--- config.mk ---
export PLATFORM = sky130hd
export DESIGN_NAME = cic3_conv_ctrl_flat
export DESIGN_NICKNAME = d
export VERILOG_FILES = /design/src/rtl/cic3_conv_ctrl_pkg.sv /design/src/rtl/cic3_conv_ctrl_if.sv /design/src/rtl/cic3_conv_ctrl_clkgen.sv /design/src/rtl/cic3_conv_ctrl.sv /design/src/flat_wrapper.sv
export SDC_FILE = /design/constraint.sdc
export NUM_CORES = 1
export LEC_CHECK = 0
export BUFFER_PORTS_ARGS = -buffer_cell sky130_fd_sc_hd__buf_2
export CAP_MARGIN = 40
export CORE_ASPECT_RATIO = 1.1
export CORE_MARGIN = 1
export CORE_UTILIZATION = 49
export CTS_BUF_LIST = sky130_fd_sc_hd__clkbuf_16
export CTS_CLUSTER_SIZE = 24
export DETAILED_ROUTE_END_ITERATION = 8
export GPL_TIMING_DRIVEN = 0
export MAX_ROUTING_LAYER = met4
export PLACE_DENSITY_LB_ADDON = 0.3
export SYNTH_ARGS = -nofsm -noshare
export SYNTH_HDL_FRONTEND = slang
export SYNTH_SLANG_ARGS = --single-unit
--- constraint.sdc ---
create_clock -name clk -period 2 [get_ports clk]
set_input_delay 0 -clock clk [delete_from_list [all_inputs] [get_ports clk]]
set_output_delay 0 -clock clk [all_outputs]
set_load 0.1 [all_outputs]
--- src/rtl/cic3_conv_ctrl_pkg.sv ---
`default_nettype none
// +----------------------------------------------------------------------+
// | cic3_pkg : shared types and constants for the CIC3 conversion ctrl   |
// | Rev 1.0                                                              |
// +----------------------------------------------------------------------+
package cic3_pkg;

    typedef enum logic [2:0] {
        IDLE   = 3'd0,
        FLUSH  = 3'd1,
        SETTLE = 3'd2,
        RUN    = 3'd3,
        DONE   = 3'd4
    } cic3_ctrl_state_t;

    localparam int CIC3_FLUSH_CYCLES   = 2;
    localparam int CIC3_SETTLE_SAMPLES = 3;

endpackage
`default_nettype wire

--- src/rtl/cic3_conv_ctrl_if.sv ---
`default_nettype none
// +----------------------------------------------------------------------+
// | cic3_conv_ctrl_if : valid/ready sample handshake toward readout      |
// | Rev 1.0                                                              |
// +----------------------------------------------------------------------+
interface cic3_conv_ctrl_if #(
    parameter int NUMBITS = 25
) ();
    logic [NUMBITS-1:0] sample_data;
    logic               sample_valid;
    logic               sample_ready;

    modport master (
        output sample_data,
        output sample_valid,
        input  sample_ready
    );

    modport slave (
        input  sample_data,
        input  sample_valid,
        output sample_ready
    );
endinterface
`default_nettype wire

--- src/rtl/cic3_conv_ctrl_clkgen.sv ---
`default_nettype none
// +----------------------------------------------------------------------+
// | cic3_decim_clkgen : falling-edge decimation counter, divided clock   |
// | and registered capture strobe.                        Rev 1.0        |
// +----------------------------------------------------------------------+
module cic3_decim_clkgen #(
    parameter int CLOCK_WIDTH = 8
) (
    input  wire logic clk,
    input  wire logic reset_n,
    input  wire logic cnt_en,
    output logic      divided_clk,
    output logic      strobe
);

    logic [CLOCK_WIDTH-1:0] r_cnt;
    logic                   r_dclk_d;
    logic                   r_strobe;

    always_ff @(negedge clk or negedge reset_n) begin
        if (!reset_n) begin
            r_cnt <= '0;
        end else if (cnt_en) begin
            r_cnt <= r_cnt + 1'b1;
        end else begin
            r_cnt <= '0;
        end
    end

    // Edge detected here, consumed one clk later so the filter output stages have settled.
    always_ff @(posedge clk or negedge reset_n) begin
        if (!reset_n) begin
            r_dclk_d <= 1'b0;
            r_strobe <= 1'b0;
        end else begin
            r_dclk_d <= r_cnt[CLOCK_WIDTH-1];
            r_strobe <= r_cnt[CLOCK_WIDTH-1] & ~r_dclk_d;
        end
    end

    assign divided_clk = r_cnt[CLOCK_WIDTH-1];
    assign strobe      = r_strobe;

endmodule
`default_nettype wire

--- src/rtl/cic3_conv_ctrl.sv ---
`default_nettype none
// +----------------------------------------------------------------------+
// | cic3_conv_ctrl : CIC3 conversion sequencer (flush, settle, capture)  |
// | Optional CIC3_CTRL_OVERRUN_CNT_EN adds overrun_cnt[7:0].  Rev 1.0    |
// +----------------------------------------------------------------------+
module cic3_conv_ctrl
    import cic3_pkg::*;
#(
    parameter int DECIMATION_FACTOR = 256,
    parameter int CLOCK_WIDTH       = $clog2(DECIMATION_FACTOR),
    parameter int NUMBITS           = 3*CLOCK_WIDTH+1,
    parameter int SETTLE_SAMPLES    = CIC3_SETTLE_SAMPLES,
    parameter int BURST_WIDTH       = 16
) (
    input  wire logic                   clk,
    input  wire logic                   reset_n,
    input  wire logic                   start,
    input  wire logic                   stop,
    input  wire logic                   continuous,
    input  wire logic [BURST_WIDTH-1:0] burst_len,
    input  wire logic [NUMBITS-1:0]     filt_data,
    output logic                        divided_clk,
    output logic                        filt_reset_n,
    output logic                        busy,
    output logic                        done,
    output logic                        overrun,
`ifdef CIC3_CTRL_OVERRUN_CNT_EN
    output logic [7:0]                  overrun_cnt,
`endif
    cic3_conv_ctrl_if.master            smp
);

    localparam int c_FLUSH_W  = (CIC3_FLUSH_CYCLES > 1) ? $clog2(CIC3_FLUSH_CYCLES) : 1;
    localparam int c_SETTLE_W = (SETTLE_SAMPLES > 1) ? $clog2(SETTLE_SAMPLES) : 1;

    cic3_ctrl_state_t        r_state;
    logic [c_FLUSH_W-1:0]    r_flush_cnt;
    logic [c_SETTLE_W-1:0]   r_settle_cnt;
    logic [BURST_WIDTH-1:0]  r_burst_cnt;
    logic [BURST_WIDTH-1:0]  r_burst_last;
    logic                    r_continuous;
    logic                    r_busy;
    logic                    r_done;
    logic                    r_filt_reset_n;
    logic [NUMBITS-1:0]      r_sample_data;
    logic                    r_sample_valid;
    logic                    r_overrun;
`ifdef CIC3_CTRL_OVERRUN_CNT_EN
    logic [7:0]              r_overrun_cnt;
`endif

    logic                    w_cnt_en;
    logic                    w_strobe;
    logic                    w_capture;
    logic [BURST_WIDTH-1:0]  w_len_eff;

    assign w_cnt_en  = (r_state != IDLE) && (r_state != FLUSH);
    assign w_capture = (r_state == RUN) && w_strobe && !stop;
    assign w_len_eff = (burst_len == '0) ? BURST_WIDTH'(1) : burst_len;

    cic3_decim_clkgen #(
        .CLOCK_WIDTH (CLOCK_WIDTH)
    ) u_clkgen (
        .clk         (clk),
        .reset_n     (reset_n),
        .cnt_en      (w_cnt_en),
        .divided_clk (divided_clk),
        .strobe      (w_strobe)
    );

    always_ff @(posedge clk or negedge reset_n) begin
        if (!reset_n) begin
            r_state        <= IDLE;
            r_flush_cnt    <= '0;
            r_settle_cnt   <= '0;
            r_burst_cnt    <= '0;
            r_burst_last   <= '0;
            r_continuous   <= 1'b0;
            r_busy         <= 1'b0;
            r_done         <= 1'b0;
            r_filt_reset_n <= 1'b1;
            r_sample_data  <= '0;
            r_sample_valid <= 1'b0;
            r_overrun      <= 1'b0;
`ifdef CIC3_CTRL_OVERRUN_CNT_EN
            r_overrun_cnt  <= '0;
`endif
        end else begin
            r_busy         <= (r_state != IDLE);
            r_done         <= (r_state == DONE);
            r_filt_reset_n <= (r_state != FLUSH);

            // A capture into a word nobody has taken yet is lost, not queued.
            if (w_capture) begin
                if (!r_sample_valid || smp.sample_ready) begin
                    r_sample_data  <= filt_data;
                    r_sample_valid <= 1'b1;
                end else begin
                    r_overrun <= 1'b1;
`ifdef CIC3_CTRL_OVERRUN_CNT_EN
                    if (r_overrun_cnt != 8'hFF) begin
                        r_overrun_cnt <= r_overrun_cnt + 8'd1;
                    end
`endif
                end
            end else if (smp.sample_ready) begin
                r_sample_valid <= 1'b0;
            end

            case (r_state)
                IDLE: begin
                    if (start) begin
                        r_continuous <= continuous;
                        r_burst_last <= w_len_eff - BURST_WIDTH'(1);
                        r_burst_cnt  <= '0;
                        r_flush_cnt  <= '0;
                        r_settle_cnt <= '0;
                        r_overrun    <= 1'b0;
`ifdef CIC3_CTRL_OVERRUN_CNT_EN
                        r_overrun_cnt <= '0;
`endif
                        r_state      <= FLUSH;
                    end
                end
                FLUSH: begin
                    if (stop) begin
                        r_state <= DONE;
                    end else if (r_flush_cnt == c_FLUSH_W'(CIC3_FLUSH_CYCLES-1)) begin
                        r_state <= SETTLE;
                    end else begin
                        r_flush_cnt <= r_flush_cnt + 1'b1;
                    end
                end
                SETTLE: begin
                    if (stop) begin
                        r_state <= DONE;
                    end else if (w_strobe) begin
                        if (r_settle_cnt == c_SETTLE_W'(SETTLE_SAMPLES-1)) begin
                            r_state <= RUN;
                        end else begin
                            r_settle_cnt <= r_settle_cnt + 1'b1;
                        end
                    end
                end
                RUN: begin
                    if (stop) begin
                        r_state <= DONE;
                    end else if (w_strobe && !r_continuous) begin
                        r_burst_cnt <= r_burst_cnt + 1'b1;
                        if (r_burst_cnt == r_burst_last) begin
                            r_state <= DONE;
                        end
                    end
                end
                DONE: begin
                    r_state <= IDLE;
                end
                default: begin
                    r_state <= IDLE;
                end
            endcase
        end
    end

    assign filt_reset_n     = r_filt_reset_n;
    assign busy             = r_busy;
    assign done             = r_done;
    assign overrun          = r_overrun;
    assign smp.sample_data  = r_sample_data;
    assign smp.sample_valid = r_sample_valid;
`ifdef CIC3_CTRL_OVERRUN_CNT_EN
    assign overrun_cnt      = r_overrun_cnt;
`endif

endmodule
`default_nettype wire

--- src/flat_wrapper.sv ---
// flat-port wrapper written by rule: the top's interface ports become plain ports
module cic3_conv_ctrl_flat import cic3_pkg::*;
#(
    parameter int DECIMATION_FACTOR = 256,
    parameter int CLOCK_WIDTH       = $clog2(DECIMATION_FACTOR),
    parameter int NUMBITS           = 3*CLOCK_WIDTH+1,
    parameter int SETTLE_SAMPLES    = CIC3_SETTLE_SAMPLES,
    parameter int BURST_WIDTH       = 16
)
  (clk, reset_n, start, stop, continuous, burst_len, filt_data, divided_clk, filt_reset_n, busy, done, overrun, smp_sample_data, smp_sample_valid, smp_sample_ready);
  cic3_conv_ctrl_if #(.NUMBITS(NUMBITS)) smp_i ();
  input  wire logic clk;
  input  wire logic reset_n;
  input  wire logic start;
  input  wire logic stop;
  input  wire logic continuous;
  input  wire logic [BURST_WIDTH-1:0] burst_len;
  input  wire logic [NUMBITS-1:0] filt_data;
  output logic divided_clk;
  output logic filt_reset_n;
  output logic busy;
  output logic done;
  output logic overrun;
  output wire logic [$bits(smp_i.sample_data)-1:0] smp_sample_data;
  output wire logic [$bits(smp_i.sample_valid)-1:0] smp_sample_valid;
  input wire logic [$bits(smp_i.sample_ready)-1:0] smp_sample_ready;
  assign smp_sample_data = smp_i.sample_data;
  assign smp_sample_valid = smp_i.sample_valid;
  assign smp_i.sample_ready = smp_sample_ready;
  cic3_conv_ctrl #(.DECIMATION_FACTOR(DECIMATION_FACTOR), .CLOCK_WIDTH(CLOCK_WIDTH), .NUMBITS(NUMBITS), .SETTLE_SAMPLES(SETTLE_SAMPLES), .BURST_WIDTH(BURST_WIDTH)) u_core (.clk(clk), .reset_n(reset_n), .start(start), .stop(stop), .continuous(continuous), .burst_len(burst_len), .filt_data(filt_data), .divided_clk(divided_clk), .filt_reset_n(filt_reset_n), .busy(busy), .done(done), .overrun(overrun), .smp(smp_i));
endmodule
==> flow_metrics.py, run 1 <==
metrics = {
    "outcome": {
        "status": "finished with violations",
        "violations": "setup timing",
    },
    "hold_path": {
        "hold_path_class": "in2reg",
    },
    "job": {
        "maxCapViolCount": 0,
    },
    "sta": {
        "setup_slack_ns": -0.00385,
        "tns_ns": -0.00385,
        "finClkSkew_ns": 0.00858,
        "relSlewSlack_pct": 64.9,
        "tightest_slew_ns": 0.527,
        "hold_viol_final": 0,
        "timing.final.max_slew_violations": 0,
        "rsz0062_at_grt": "true",
        "setup_violations": 1,
    },
    "final_layout": {
        "nNetsFinal": 549,
        "multiInputGateArea_um2": 1800,
        "drive_above_1_share_pct": 38.6,
        "area_growth_pct": 42.2,
        "regArea_um2": 1980,
        "fillers": 517,
        "num_antenna_cells": 0,
        "stdcell_area_um2": 5360,
    },
    "die": {
        "num_rows": 33,
        "die_h_um": 94.0,
        "dieArea_um2": 8040,
        "start_util_pct": 50.7,
        "core_area_um2": 7430,
        "chipWidth_um": 85.6,
        "boundaryPins": 78,
    },
    "clocking": {
        "cts_sinks": 79,
        "cts_buffers": 9,
        "cts_root_buffer": "clkbuf_16",
        "clk_latency_ns": 0.33,
        "cts_tree": "done",
        "cts-htree-levels": 3,
        "cts.path.max_buffers": 2,
        "path_clk_slew_ns": 0.06,
    },
    "setup_path": {
        "cp_max_fo": 8,
        "crit_arrival_ns": 1.19,
        "critPathLaunchType": "flip-flop",
        "endpoint_kind": "flip-flop",
        "required_ns": 1.19,
        "timing_worst_setup_path_type": "reg2reg",
    },
    "pwr": {
        "power_switching_w": 0.00163,
        "p_per_area_nw_per_um2": 963,
        "seq_power_share_pct": 39.3,
        "p_clk_share_pct": 33.1,
        "p_sw_share_pct": 31.6,
        "comb_power_share_pct": 27.7,
        "p_leak_nw": 2.56,
        "p_int_w": 0.00353,
        "max-vdd-ir-drop_mv": 0.501,
    },
    "drt": {
        "met1Wirelength_um": 3820,
        "top_layer_used": "met4",
        "vias": 3081,
        "wire_per_inst_um": 15.0,
        "drt_iter0_drc": 103,
        "drc": 0,
        "ant_nets": 0,
        "routed_via_density": 5.22,
        "wirelength_um": 8830,
        "wl_met2_um": 4500,
        "drtPass1Iterations": 4,
        "wl_met3_um": 387,
    },
    "logic_synthesis": {
        "ys_seq_area_share_pct": 52.5,
        "synth_edf_count": 0,
        "synthFlopType": "dfrtp_1",
        "synthesis.area_um2": 3770,
        "syn_area_per_cell_um2": 10.9,
        "ys_seq_elements": 79,
        "synth.distinct_cells": 47,
        "syn_inst": 347,
        "syn_nets": 398,
        "async_reset_ff_share_pct": 100,
        "ys_warn_count": 0,
    },
    "placed_design": {
        "port_buffers": 77,
        "hpwl_um": 5370,
        "gp_congestion": 0.783,
        "placed_area_um2": 4310,
    },
    "global_route": {
        "grtUsageTotal_pct": 23.3,
        "grt_remaining_overflow": 0,
        "grt_max_degree": 48,
        "grt_pass1_wl_um": 14000,
        "grt_antenna_before_repair": 0,
        "grt_pass1_vias": 3032,
    },
}
## power by group through the flow
stage	Combinational [W]	Clock (W)	Sequential, W
2_1_floorplan	0.000687	0	0.00218
3_3_place_gp	0.00112	0	0.00203
3_5_place_dp	0.00115	0	0.00205
4_1_cts	0.00129	0.00174	0.00202
5_1_grt	0.00157	0.00181	0.00205
6_report	0.00143	0.00171	0.00203
## state kept, by name (all words and copies together), names as in the netlist
name	cells
u_core.smp.sample_data	25
u_core.busy	1
u_core.u_clkgen.r_cnt	8
u_core.r_state	3
u_core.r_continuous	1
u_core.u_clkgen.r_dclk_d	1
u_core.filt_reset_n	1
u_core.smp.sample_valid	1
u_core.done	1
u_core.r_settle_cnt	2
u_core.r_burst_cnt	16
u_core.u_clkgen.strobe	1
u_core.overrun	1
u_core.r_burst_last	16
u_core.r_flush_cnt	1
## cells in the final DEF, fill, tap and decap left out, types with 3 or more instances in the layout
cell,n
nor4_4,3
nand3b_1,3
dfrtp_2,3
buf_4,26
clkbuf_1,5
xor2_1,16
nor3_1,6
nor2_1,26
inv_1,11
a21oi_1,9
a21oi_2,3
buf_6,7
and3_1,4
nor2_2,3
nand2_1,33
dfrtp_1,67
xnor2_1,26
dfrtn_1,8
o21ai_1,3
or3_1,6
ha_1,3
dlygate4sd3_1,36
o21ai_0,17
nor2b_1,3
nor2_4,5
mux2_2,27
buf_2,75
nor4_2,3
clkbuf_16,9
nand3_1,7
nand4_1,6
## per-stage QoR
stage          setup slack [ns]  utilization [%]  total power, W  instances  hold WS, ns
6_report               -0.00385             72.1         0.00516        590      0.00462
2_1_floorplan            -0.276                -         0.00287        347       -0.296
5_1_grt                  -0.103             72.1         0.00543        590       0.0231
3_5_place_dp             -0.350             58.0         0.00320        512      -0.0223
4_1_cts                 0.00491             68.7         0.00505        574     0.000288
3_3_place_gp             -0.474             57.6         0.00315        511        0.199
## synth_stat cells (5+ instances only)
cell type   n  area share, %
nor3_1      6           0.80
mux2_2     27            8.1
a21oi_1    12            1.6
inv_1      10            1.0
xnor2_1    26            6.0
xor2_1     17            4.0
buf_2       5           0.66
and3_1      5           0.83
nand3_1     8            1.1
dfrtn_1     8            5.3
clkbuf_1    6           0.60
nor2_1     34            3.4
nand2_1    33            3.3
dfrtp_1    70             47
or3_1       7            1.2
o21ai_0    19            2.5
nand4_1     6            1.0
## metal layers
layer / vias up / global-route usage, %
met5: - / -
met4: 0 / 8.33
li1: 1494 / -
met3: 11 / 5.27
met2: 86 / 38.3
met1: 1490 / 28.5
## cell type report
cell class / count / share of cell area [%]
Buffer: 14 / 2.13
Clock buffer: 9 / 4.20
Clock inverter: 7 / 1.66
Inverter: 10 / 0.701
Multi-Input combinational cell: 243 / 33.7
Sequential cell: 79 / 37.0
Tap cell: 87 / 2.03
Timing Repair Buffer: 141 / 18.6
## worst max-delay path: stages, from the launching register on
cell     delay, ns
dfrtp_1       0.39
buf_6         0.13
nor2_4        0.12
buf_8         0.16
nor2_1        0.06
## kinds of logic after synthesis
kind of cell / share of synthesized area, %
AO/OA/AOI/OAI: 6.84
XOR/XNOR: 10.0
adder cells (fa/ha/maj): 1.33
buffers and inverters: 3.29
flip-flops: 52.5
multiplexers: 8.07
AND/OR/NAND/NOR: 17.9
## what timing repair did
action	in CTS	in global routing
buffers inserted	11	15
gates cloned	0	1
pin swaps	8	21
endpoints found under the setup margin	42	47
resized for setup	10	40
hold endpoints to repair	67	0
hold buffers	36	0
## worst paths after layout
path / startpoint / to / slack [ns] / depth (start not counted)
setup / recovery: u_core.r_state[1] / u_core.u_clkgen.r_cnt[7] / -0.004 / 4
hold / removal: start / u_core.r_flush_cnt / 0.005 / 4
setup reg to reg: u_core.r_state[1] / u_core.u_clkgen.r_cnt[7] / -0.004 / 4
hold reg to reg: u_core.u_clkgen.r_dclk_d / u_core.u_clkgen.strobe / 0.39 / 1
max in group asynchronous: reset_n / u_core.u_clkgen.r_cnt[1] / 0.35 / 3
min in group asynchronous: reset_n / u_core.smp.sample_data[4] / 0.17 / 2
(Power assumes the default switching activity.)
==> run 2: changes to the inputs <==
- SETUP_SLACK_MARGIN: default -> 0.4
==> run 2 against run 1 <==
  * The run ends with hold timing, setup timing left
  * Hold slack got worse by 0.010 ns
  * Critical path type unchanged
  * Routed wire length is 25% higher
  * Global-route usage up 3.6 points
  * Sequential power grew 2%
  * Clock power down 8%
  * Final area up 13%
  * Core utilization up 9.4 points
  * Sequential share of layout area fell by 4.2 points
  * Clock-buffer cell count is 1 higher
  * Cell count is 4.1% higher
  * Flip-flop and latch count unchanged
  * Non-clock buffer count grew 24
==> flow_metrics.py, run 2 (synthesis gave the netlist of run 1 again) <==
metrics = {
    "outcome": {
        "status": "finished with violations",
        "violations": "hold timing, setup timing",
    },
    "setup_path": {
        "endpoint_kind": "flip-flop",
        "required_ns": 2.21,
        "crit_arrival_ns": 2.31,
        "ff2ff_path_depth": 8,
        "worstReg2RegEnd": "u_core.r_state[0]",
        "reg2reg_slack_ns": -0.1,
        "cp_max_fo": 3,
        "timing_worst_setup_path_type": "reg2reg",
        "critPathLaunchType": "flip-flop",
        "r2r-start": "u_core.r_settle_cnt[0]",
    },
    "drt": {
        "drc": 0,
        "drt_iter0_drc": 123,
        "vias": 3322,
        "routed_via_density": 5.41,
        "ant_nets": 0,
        "drtPass1Iterations": 4,
        "wirelength_um": 11000,
        "wire_per_inst_um": 18.0,
    },
    "placed_design": {
        "gp_congestion": 0.772,
        "hpwl_um": 5540,
        "dp.cells": 512,
        "port_buffers": 77,
    },
    "final_layout": {
        "finish.utilization_pct": 81.4,
        "regArea_um2": 1980,
        "num_antenna_cells": 0,
        "nNetsFinal": 573,
        "drive_above_1_share_pct": 50.1,
        "final_common_cell": "buf_2",
        "fillers": 394,
        "area_growth_pct": 60.7,
        "multiInputGateArea_um2": 2120,
        "layout_common_cells": "73 x buf_2, 67 x dfrtp_1, 34 x dlygate4sd3_1",
        "largest_reg_flops": 25,
        "fin_cells": 614,
    },
    "global_route": {
        "grt_pass1_vias": 3293,
        "grtUsageTotal_pct": 26.9,
        "grt_pass1_wl_um": 15900,
        "grt_remaining_overflow": 0,
        "use_met3_pct": 3.95,
        "grt_antenna_before_repair": 0,
        "busiest_layer": "met2",
        "grt_max_degree": 46,
        "grt_util_met1_pct": 29.5,
        "met2_usage_pct": 48.3,
    },
    "pwr": {
        "total_power_w": 0.00562,
        "max-vdd-ir-drop_mv": 0.639,
        "p_leak_nw": 2.90,
        "p_per_area_nw_per_um2": 929,
    },
    "sta": {
        "relSlewSlack_pct": 65.4,
        "hold_viol_final": 2,
        "min_period_over_period_pct": 105,
        "tightest_slew_ns": 0.515,
        "rsz0062_at_grt": "true",
        "fmax_mhz": 477,
        "setup_violations": 15,
        "timing.final.max_slew_violations": 0,
        "hold_slack_ns": -0.00586,
        "setup_slack_ns": -0.0976,
        "period_needed_ns": 2.10,
        "finClkSkew_ns": 0.00996,
    },
    "die": {
        "core_area_um2": 7430,
        "num_rows": 33,
        "die_h_um": 94.0,
        "boundaryPins": 78,
        "dieArea_um2": 8040,
        "chipWidth_um": 85.6,
        "start_util_pct": 50.7,
    },
    "hold_path": {
        "whs_path_depth": 3,
        "hold_path_class": "in2reg",
        "hp-start": "burst_len[5]",
        "hold_end": "u_core.r_burst_last[5]",
    },
    "clocking": {
        "clk_latency_ns": 0.34,
        "cts_tree": "done",
        "cts-htree-levels": 3,
        "cts_root_buffer": "clkbuf_16",
        "path_clk_slew_ns": 0.07,
        "cts_sinks": 79,
        "cts.path.max_buffers": 2,
        "cts_buffers": 9,
    },
    "job": {
        "maxCapViolCount": 0,
    },
}
run 2: cell count changes in the layout (fill, tap and decap cells not counted), moves of 4 or more:
cell,delta
buf_12,+4
nand2_2,+9
nand2_1,-16
buf_6,+19
mux2_4,+27
o21ai_2,+5
mux2_2,-27
o21ai_1,+7
nand2_4,+7
o21ai_0,-12
buf_8,+8
clkbuf_1,-5
a21oi_1,-4
run 2: metal layers:
metal,up-vias,share of wire (%),wire length [um]
met5,-,0,0
met3,28,4.7,516
met1,1617,40,4360
met2,136,52,5760
li1,1541,-,-
met4,0,3.5,390
run 2: final cells by class:
class,instances,area share (%)
buffer,15,3.14
clock buffer,10,4.13
clock inverter,6,0.538
inverter,10,0.620
multi-input combinational,243,35.1
sequential,79,32.8
tap,87,1.80
timing repair buffer,164,21.9
run 2: power breakdown:
group | internal [W] | switching [W] | total (W)
registers | 0.00184 | 0.000233 | 0.00207
logic | 0.000937 | 0.00105 | 0.00199
clock network | 0.000909 | 0.000656 | 0.00157
total | 0.00369 | 0.00194 | 0.00562
run 2: repair_timing:
action,4_1_cts,5_1_grt
gates resized for setup,85,74
hold buffers,35,0
buffers inserted,28,18
hold endpoints to repair,67,0
setup endpoints to repair,72,75
pin swaps,27,31
gates cloned,5,0
run 2: worst max-delay path, stage by stage, from the launching register on:
cell and delay, ns:
dfrtp_1 0.42, inv_1 0.08, ha_1 0.18, nand2_1 0.11, a31oi_2 0.24, o2111ai_2 0.17, nor4_4 0.33, nor4b_1 0.09
or3_1 0.36
run 2: worst max-delay path by stage:
| stage | startpoint | endpoint | slack [ns] |
|---|---|---|---|
| after floorplan | u_core.u_clkgen.r_cnt[7] | u_core.u_clkgen.strobe | -0.28 |
| after global placement | reset_n | u_core.u_clkgen.r_cnt[1] | -0.48 |
| after detailed placement | burst_len[7] | u_core.r_burst_last[12] | -0.32 |
| after CTS | u_core.r_burst_cnt[1] | u_core.r_state[0] | -0.03 |
| after global routing | u_core.r_state[2] | u_core.r_burst_cnt[5] | -0.15 |
| final | u_core.r_settle_cnt[0] | u_core.r_state[0] | -0.1 |
run 2: metrics by stage:
stage	worst slack, ns	area (um^2)	TNS (ns)
2_1_floorplan	-0.276	3930	-0.478
3_3_place_gp	-0.476	4430	-5.04
3_5_place_dp	-0.320	4460	-1.83
4_1_cts	-0.0314	5670	-0.0730
5_1_grt	-0.151	6050	-1.95
6_report	-0.0976	6050	-0.810
==> run 3: changes to the inputs <==
- CORE_MARGIN: 1 -> 3
- GPL_ROUTABILITY_DRIVEN: default -> 0
- PLACE_DENSITY: default -> 0.75
- PLACE_DENSITY_LB_ADDON: 0.3 -> default
==> run 3 against run 2 <==
  * The flow finishes with violations (setup timing)
  * Cell count up 0.33%
  * Worst setup slack better by 0.030 ns
  * Flip-flop and latch count unchanged
  * Clock power about the same
  * Global-route usage down 3.0 points
  * Routed wire length down 0.57%
  * Non-clock buffer count down 13
  * Maximum frequency up 1.4%
  * Hold slack better by 0.015 ns
  * Core utilization up 0.34 points
  * Register-to-register slack better by 0.03 ns
  * Sequential power about the same
  * Critical path type unchanged
  * Largest power group unchanged
  * Highest routed layer unchanged
==> flow_metrics.py, run 3 (synthesis gave the netlist of run 1 again) <==
metrics = {
    "clocking": {
        "cts-htree-levels": 3,
        "cts.path.max_buffers": 2,
        "path_clk_slew_ns": 0.06,
        "clk_latency_ns": 0.34,
        "cts_root_buffer": "clkbuf_16",
        "cts_buffers": 9,
        "cts_sinks": 79,
        "cts_tree": "done",
    },
    "sta": {
        "rsz0062_at_grt": "true",
        "min_period_over_period_pct": 103,
        "timing.final.max_slew_violations": 0,
        "setup_violations": 6,
        "fmax_mhz": 484,
        "hold_viol_final": 0,
        "setup_slack_ns": -0.0679,
        "tightest_slew_ns": 0.491,
        "finClkSkew_ns": 0.00603,
        "period_needed_ns": 2.07,
        "relSlewSlack_pct": 67.0,
    },
    "final_layout": {
        "area_growth_pct": 57.3,
        "fin_cells": 616,
        "stdcell_area_um2": 5930,
        "layout_common_cells": "73 x buf_2, 68 x dfrtp_1, 34 x dlygate4sd3_1",
        "final_common_cell": "buf_2",
        "num_antenna_cells": 0,
        "nNetsFinal": 560,
        "drive_above_1_share_pct": 49.0,
        "largest_reg_flops": 25,
        "finish.utilization_pct": 81.8,
    },
    "setup_path": {
        "cp_max_fo": 7,
        "critPathLaunchType": "flip-flop",
        "worst_path_most_repeated_cell": "buf_6",
        "crit_arrival_ns": 2.29,
        "endpoint_kind": "flip-flop",
        "crit_chain": "buf_6 > or4b_4 > buf_6 > o31ai_4 > nand4_2 > buf_6 > buf_12 > o21ai_0 > a21oi_2",
        "timing_worst_setup_path_type": "reg2reg",
        "cp_slowest_cell": "or4b_4",
        "required_ns": 2.22,
        "slowest_delay_ns": 0.48,
    },
    "global_route": {
        "grt_max_degree": 54,
        "grt_pass1_vias": 3433,
        "grt_pass1_wl_um": 15800,
        "grtUsageTotal_pct": 23.9,
        "grt_remaining_overflow": 0,
        "grt_antenna_before_repair": 0,
    },
    "placed_design": {
        "hpwl_um": 5590,
        "port_buffers": 77,
        "dp.cells": 527,
        "placed_area_um2": 4480,
    },
    "die": {
        "dieArea_um2": 8780,
        "num_rows": 32,
        "start_util_pct": 52.0,
        "core_area_um2": 7250,
        "boundaryPins": 78,
        "die_h_um": 98.0,
        "chipWidth_um": 89.6,
    },
    "pwr": {
        "p_per_area_nw_per_um2": 956,
        "max-vdd-ir-drop_mv": 0.561,
        "p_leak_nw": 2.78,
        "total_power_w": 0.00567,
    },
    "drt": {
        "ant_nets": 0,
        "drt_iter0_drc": 110,
        "drtPass1Iterations": 4,
        "wirelength_um": 11000,
        "routed_via_density": 5.34,
        "drc": 0,
        "wire_per_inst_um": 17.8,
        "vias": 3290,
    },
    "outcome": {
        "violations": "setup timing",
        "status": "finished with violations",
    },
    "job": {
        "maxCapViolCount": 0,
    },
    "hold_path": {
        "hold_path_class": "in2reg",
    },
}
[run 3: cell types whose count changed in the layout (fill, tap and decap cells not counted), moves of 3 or more]
cell,before,now
nor2_2,4,7
o21ai_1,10,7
buf_6,26,19
nand2_1,17,14
buf_4,29,25
[run 3: path summary, 6_finish.rpt]
| check | slack (ns) | depth (start not counted) | start | to |
|---|---|---|---|---|
| setup / recovery | -0.07 | 9 | u_core.r_state[2] | u_core.r_burst_cnt[9] |
| hold / removal | 0.01 | 3 | burst_len[5] | u_core.r_burst_last[5] |
| setup reg to reg | -0.07 | 9 | u_core.r_state[2] | u_core.r_burst_cnt[9] |
| hold reg to reg | 0.41 | 1 | u_core.u_clkgen.r_cnt[0] | u_core.u_clkgen.r_cnt[0] |
| max in group asynchronous | 0.56 | 4 | reset_n | u_core.u_clkgen.r_cnt[4] |
| min in group asynchronous | 0.16 | 3 | reset_n | u_core.smp.sample_data[10] |
[run 3: routing by layer]
metal / GRT usage [%] / up-vias / wire (um) / share of wire, %
li1: - / 1516 / - / -
met1: 25.7 / 1604 / 4250 / 39
met2: 41.1 / 129 / 5590 / 51
met3: 5.40 / 41 / 639 / 5.8
met4: 10.2 / 0 / 482 / 4.4
met5: - / - / 0 / 0
[run 3: worst max-delay path: cells and delay by family, from the launching register on]
| family | cells | cell delay (ns) |
|---|---|---|
| flops | 1 | 0.37 |
| simple gates | 2 | 0.62 |
| buf+inv | 4 | 0.58 |
| compound gates | 3 | 0.38 |
[run 3: metrics by stage]
| stage | setup slack, ns | setup TNS [ns] | hold WS (ns) |
|---|---|---|---|
| 2_1_floorplan | -0.276 | -0.478 | -0.296 |
| 5_1_grt | -0.136 | -0.841 | 0.0301 |
| 3_3_place_gp | -0.488 | -5.15 | 0.196 |
| 6_report | -0.0679 | -0.252 | 0.00963 |
| 3_5_place_dp | -0.313 | -2.24 | -0.0648 |
| 4_1_cts | -0.0445 | -0.125 | 0.00113 |
[run 3: timing repair]
item	CTS	global route
pin swaps	34	24
endpoints found under the setup margin	72	82
endpoints found under the hold margin	104	0
hold buffers	35	0
cloned	5	1
setup buffers	26	6
gates resized for setup	84	60
[run 3: power breakdown]
part / internal [W] / switching (W)
combinational: 0.000906 / 0.00108
clock: 0.000917 / 0.000668
sequential: 0.00184 / 0.000254
[run 3: layout make-up]
class                      instances  area [um^2]
sequential                        79         1980
fill                             389         1320
clock buffer                      10          250
timing repair buffer             151         1190
inverter                          10         37.5
buffer                            15          180
clock inverter                     6         40.0
multi-input combinational        243         2120
tap                              102          128
